### config.mk
export PLATFORM = sky130hd
export DESIGN_NAME = seg_scan_display
export DESIGN_NICKNAME = d
export VERILOG_FILES = /design/src/rtl/seg_scan_display.sv
export SDC_FILE = /design/constraint.sdc
export NUM_CORES = 1
export LEC_CHECK = 0
export ABC_AREA = 1
export CORE_MARGIN = 5
export CORE_UTILIZATION = 54
export DETAILED_ROUTE_END_ITERATION = 12
export PLACE_DENSITY = 0.79
export SYNTH_ARGS = -nofsm -noshare
export SYNTH_HDL_FRONTEND = slang
export SYNTH_SLANG_ARGS = --single-unit
### constraint.sdc
create_clock -name clk -period 2.5 [get_ports clk]
set_input_delay 0.25 -clock clk [delete_from_list [all_inputs] [get_ports clk]]
set_output_delay 0.25 -clock clk [all_outputs]
set_load 0.02 [all_outputs]
### src/rtl/seg_scan_display.sv
// Multiplexed 7-segment scanner for DIGITS BCD/hex digits.
// A shadow register is promoted to the display only at frame boundaries, so a frame never tears.
module seg_scan_display #(
  parameter int DIGITS   = 4,
  parameter int PRESCALE = 1000,
  parameter int HEX      = 0
) (
  input  logic                  clk,
  input  logic                  rst,
  input  logic                  load,
  input  logic [4*DIGITS-1:0]   value,
  input  logic                  blank_lz,
  output logic [6:0]            seg,
  output logic [DIGITS-1:0]     an,
  output logic                  pending
);

  localparam int TW = (PRESCALE > 1) ? $clog2(PRESCALE) : 1;
  localparam int IW = (DIGITS > 1) ? $clog2(DIGITS) : 1;

  logic [TW-1:0]         tick_q, tick_d;
  logic [IW-1:0]         idx_q, idx_d;
  logic [4*DIGITS-1:0]   disp_q, disp_d, shadow_q, shadow_d;
  logic                  disp_lz_q, disp_lz_d, shadow_lz_q, shadow_lz_d;
  logic                  pending_q, pending_d;
  logic                  tick_last_s, idx_last_s, frame_s;
  logic [3:0]            code_s;
  logic                  nz_above_s, blank_s;

  function automatic logic [6:0] glyph(input logic [3:0] code);
    logic [6:0] g;
    case (code)
      4'd0:  g = 7'h7E;
      4'd1:  g = 7'h30;
      4'd2:  g = 7'h6D;
      4'd3:  g = 7'h79;
      4'd4:  g = 7'h33;
      4'd5:  g = 7'h5B;
      4'd6:  g = 7'h5F;
      4'd7:  g = 7'h70;
      4'd8:  g = 7'h7F;
      4'd9:  g = 7'h7B;
      4'd10: g = (HEX != 0) ? 7'h77 : 7'h00;
      4'd11: g = (HEX != 0) ? 7'h1F : 7'h00;
      4'd12: g = (HEX != 0) ? 7'h4E : 7'h00;
      4'd13: g = (HEX != 0) ? 7'h3D : 7'h00;
      4'd14: g = (HEX != 0) ? 7'h4F : 7'h00;
      4'd15: g = (HEX != 0) ? 7'h47 : 7'h00;
      default: g = 7'h00;
    endcase
    return g;
  endfunction

  assign tick_last_s = (tick_q == TW'(PRESCALE - 1));
  assign idx_last_s  = (idx_q == IW'(DIGITS - 1));
  assign frame_s     = tick_last_s && idx_last_s;

  always_comb begin
    tick_d      = tick_q;
    idx_d       = idx_q;
    disp_d      = disp_q;
    disp_lz_d   = disp_lz_q;
    shadow_d    = shadow_q;
    shadow_lz_d = shadow_lz_q;
    pending_d   = pending_q;
    if (tick_last_s) begin
      tick_d = '0;
      idx_d  = idx_last_s ? '0 : idx_q + IW'(1);
    end else begin
      tick_d = tick_q + TW'(1);
    end
    if (frame_s && pending_q) begin
      disp_d    = shadow_q;
      disp_lz_d = shadow_lz_q;
      pending_d = 1'b0;
    end else begin
      disp_d = disp_q;
    end
    // A load on the boundary cycle wins over the clear, keeping the new value pending.
    if (load) begin
      shadow_d    = value;
      shadow_lz_d = blank_lz;
      pending_d   = 1'b1;
    end else begin
      shadow_d = shadow_q;
    end
  end

  always_ff @(posedge clk) begin
    if (rst) begin
      tick_q      <= '0;
      idx_q       <= '0;
      disp_q      <= '0;
      disp_lz_q   <= 1'b0;
      shadow_q    <= '0;
      shadow_lz_q <= 1'b0;
      pending_q   <= 1'b0;
    end else begin
      tick_q      <= tick_d;
      idx_q       <= idx_d;
      disp_q      <= disp_d;
      disp_lz_q   <= disp_lz_d;
      shadow_q    <= shadow_d;
      shadow_lz_q <= shadow_lz_d;
      pending_q   <= pending_d;
    end
  end

  // Codes 10..15 count as nonzero for blanking even when rendered dark.
  always_comb begin
    code_s     = 4'd0;
    nz_above_s = 1'b0;
    for (int j = 0; j < DIGITS; j++) begin
      if (IW'(j) == idx_q) code_s = disp_q[4*j +: 4];
      else                 code_s = code_s;
      if ((IW'(j) >= idx_q) && (disp_q[4*j +: 4] != 4'd0)) nz_above_s = 1'b1;
      else                                                  nz_above_s = nz_above_s;
    end
    blank_s = disp_lz_q && (idx_q != '0) && !nz_above_s;
  end

  assign seg     = blank_s ? 7'h00 : glyph(code_s);
  assign an      = DIGITS'(1) << idx_q;
  assign pending = pending_q;

endmodule
==> key figures <==
STA
  • Worst Skew: 0.0101 ns
  • Unrepaired setup endpoints after global routing: true
  • Final TNS setup: 0 ns
  • Final Hold Viols: 0
  • Final setup violation count: 0
  • Fin. max-slew vios: 0
  • Tightest Pin Transition: 0.448 ns
  • Worst hold slack: 0.461 ns
  • Minimum clock period after layout: 2.34 ns
  • Fmax: 428 MHz
  • Slew HR: 70.0%
  • Final worst slack: 0.163 ns
  • Final period util: 93.5%

Placement
  • Post-Place Worst Slack: -0.112 ns
  • Dpl cells: 409
  • Hpwl dp: 3510 microns
  • I/O Buffers: 31
  • Final GP Congestion: 0.863

Setup path
  • Slowest cell on crit path: dfxtp_4
  • Required @ worst endpoint: 2.25 ns
  • Critical Path, Cell by Cell: ha_2 -> inv_2 -> or2_0 -> nand2_1 -> inv_1 -> ha_1 -> inv_1 -> nand3_1 -> nand2_1 -> nor2_1 -> nor2_1 -> buf_4
  • Kind of critical path: register to output port
  • CP max stage delay: 0.38 ns
  • Crit path DAT: 2.09 ns
  • CP max FO: 6
  • Startpoint types: register
  • Top cell family by delay on the critical path: simple AND/OR/NAND/NOR gates
  • Bufs and invs on worst path: 4
  • Crit end category: output port

Yosys
  • FF+latch count, synth: 47
  • Synth area leader: dfxtp_1
  • Primary FF master, synth: dfxtp_1
  • Post-synth top area share: 42.0%
  • Count of cell types in the netlist: 30
  • Mapped Area: 0.00224 sq mm
  • Top post-synthesis cells by area: dfxtp_1, nor2_1, nand2_1
  • Seq/Total Area, Yosys: 42.0%
  • Average cell area after synthesis: 7.06 sq um
  • Net Count, Synth: 348
  • Gate Count Post-Synth: 317
  • Post-synth EDFFs: 0
  • Ys Warns: 0
  • Ys async rst share: 0%

GRT
  • Met2 usage: 30.4%
  • First-pass GRT wire length: 7800 microns
  • Total global-route track usage: 17.8%
  • M1 GR Usage: 22.5%
  • Remaining global-route overflow: 0
  • GR peak layer: met2
  • Largest net degree at the start of global routing: 27
  • Met3 usage: 4.46%
  • Initial antenna violation count: 0
  • Vias in the first global route: 1854

Detailed routing
  • Vias per cell: 4.93
  • Vias: 2056
  • Drt wl/cell: 11.4 microns
  • Routed Antenna Nets: 0
  • WL final: 4760 microns
  • Residual DRC count: 0
  • DR iter-0 viols: 117
  • Drt pass-1 iters: 4

Clock network
  • CTS Buf Count: 5
  • CTS tree: done
  • H-Tree Depth: 2
  • Root Driver: clkbuf_8
  • Clk slew on worst S/H paths: 0.09 ns
  • Max Root-Sink Buffers: 2
  • Worst-skew pair later-pin latency: 0.29 ns
  • Clock Sink Count: 47

Layout
  • FILL cells: 354
  • Share of cells above drive strength 1: 14.7%
  • ANT cells: 0
  • Final net count: 398
  • Area growth syn-to-layout: 26.6%
  • Fin cells: 417

Min path
  • Worst hold path class: register to register

Floorplanning
  • Starting Density: 56.0%
  • Chip width: 74.4 microns
  • Io pins: 32
  • Core area: 0.00400 sq mm
  • Die area: 0.00553 sq mm
  • Die Ht: 74.4 microns
  • Num rows: 23

Power
  • Final Total Pwr: 0.00130 W
  • Peak supply drop: 412 uV
  • Power Density: 460 mW/mm^2
  • Leakage dissipation: 1.27 nW

Run
  • Max-Cap Viols: 0

Outcome
  • Outcome: finished, final reports clean
per-layer routing:
layer	share of wire, %	up-vias
met2	47	49
met1	47	901
met5	0	-
met3	4.7	4
met4	0.53	0
li1	-	1102
report_power, final:
group	internal, W	switching [W]
logic	0.0000477	0.0000429
clock network	0.000191	0.000238
registers	0.000770	0.0000128
total	0.00101	0.000294
cells by family (layout without fill, tap and decap cells):
group                      count (synthesis)  in the layout  synth area share [%]
xor gates and xnor gates                   3              3                  1.17
AOI/OAI and AO/OA                         54             54                  12.2
buffers and inverters                     37             87                  7.27
and+or+nand+nor                          165            165                  31.1
adders and majority gates                 11             11                  6.15
DFF                                       47             47                  42.0
final cells by class:
cell class              count  area, sq um  area share (%)
multi-input cells         233         1180            41.7
flip-flops and latches     47          948            33.5
repair buffers             52          447            15.8
inverters                  28          110            3.89
clock buffers               5         68.8            2.43
well taps                  50         62.6            2.21
clock inverters             2         13.8           0.486
synthesized netlist by cell type, types with 2 or more instances:
library cell	instances
ha_1	11
nand4_1	3
nor2_1	99
nor3_1	3
a21oi_1	11
o21ai_0	30
dfxtp_1	47
inv_1	25
nand3_1	10
nand2_1	40
xor2_1	2
clkbuf_1	7
o21ai_1	11
nor2_4	2
flip-flops by register name, summed over array words and instances (netlist names):
| register | cells |
|---|---|
| disp_q | 16 |
| shadow_q | 16 |
| tick_q | 10 |
| idx_q | 2 |
| disp_lz_q | 1 |
| pending | 1 |
| shadow_lz_q | 1 |
layout by cell type, fill, tap and decap left out, types with 2 or more instances in the layout:
cell	Yosys	routed
buf_2	0	2
nor2_4	2	2
inv_1	25	23
buf_4	0	24
o21ai_0	30	29
inv_2	1	3
nand2_2	1	4
clkbuf_8	0	5
nor2_1	99	99
nand4_1	3	3
ha_4	0	3
dfxtp_1	47	45
xor2_1	2	2
nand2_1	40	37
dfxtp_4	0	2
ha_1	11	7
clkdlybuf4s50_1	0	24
o21ai_1	11	12
nor3_1	3	3
nand3_1	10	10
a21oi_1	11	11
timing repair:
action                                  4_1_cts  5_1_grt
pin swaps                                     0        0
buffers inserted                              0        1
endpoints found under the setup margin        7        7
hold buffers                                  0        0
endpoints found under the hold margin         0        0
resized for setup                            26       20
path summary, 6_finish.rpt:
path,from,to,slack (ns),depth (start not counted)
max,idx_q[0],seg[3],0.16,12
min reg2reg,tick_q[0],tick_q[0],0.46,1
min,tick_q[0],tick_q[0],0.46,1
max reg2reg,tick_q[0],disp_q[1],0.90,8
worst reg2reg max path, stage by stage (launching register included):
cell,delay (ns)
dfxtp_1,0.37
ha_1,0.20
nand2_1,0.06
nor2_1,0.16
nand3_4,0.15
nor2_4,0.13
nand2_4,0.14
o21ai_0,0.23
nor2_1,0.06
through the flow:
step / util, % / area, sq um
global route: 70.8 / 2830
detailed placement: 67.7 / 2710
finish: 70.8 / 2830
CTS: 70.2 / 2810
floorplan: - / 2240
global placement: 67.7 / 2710
Power figures use the tool's default switching activity.
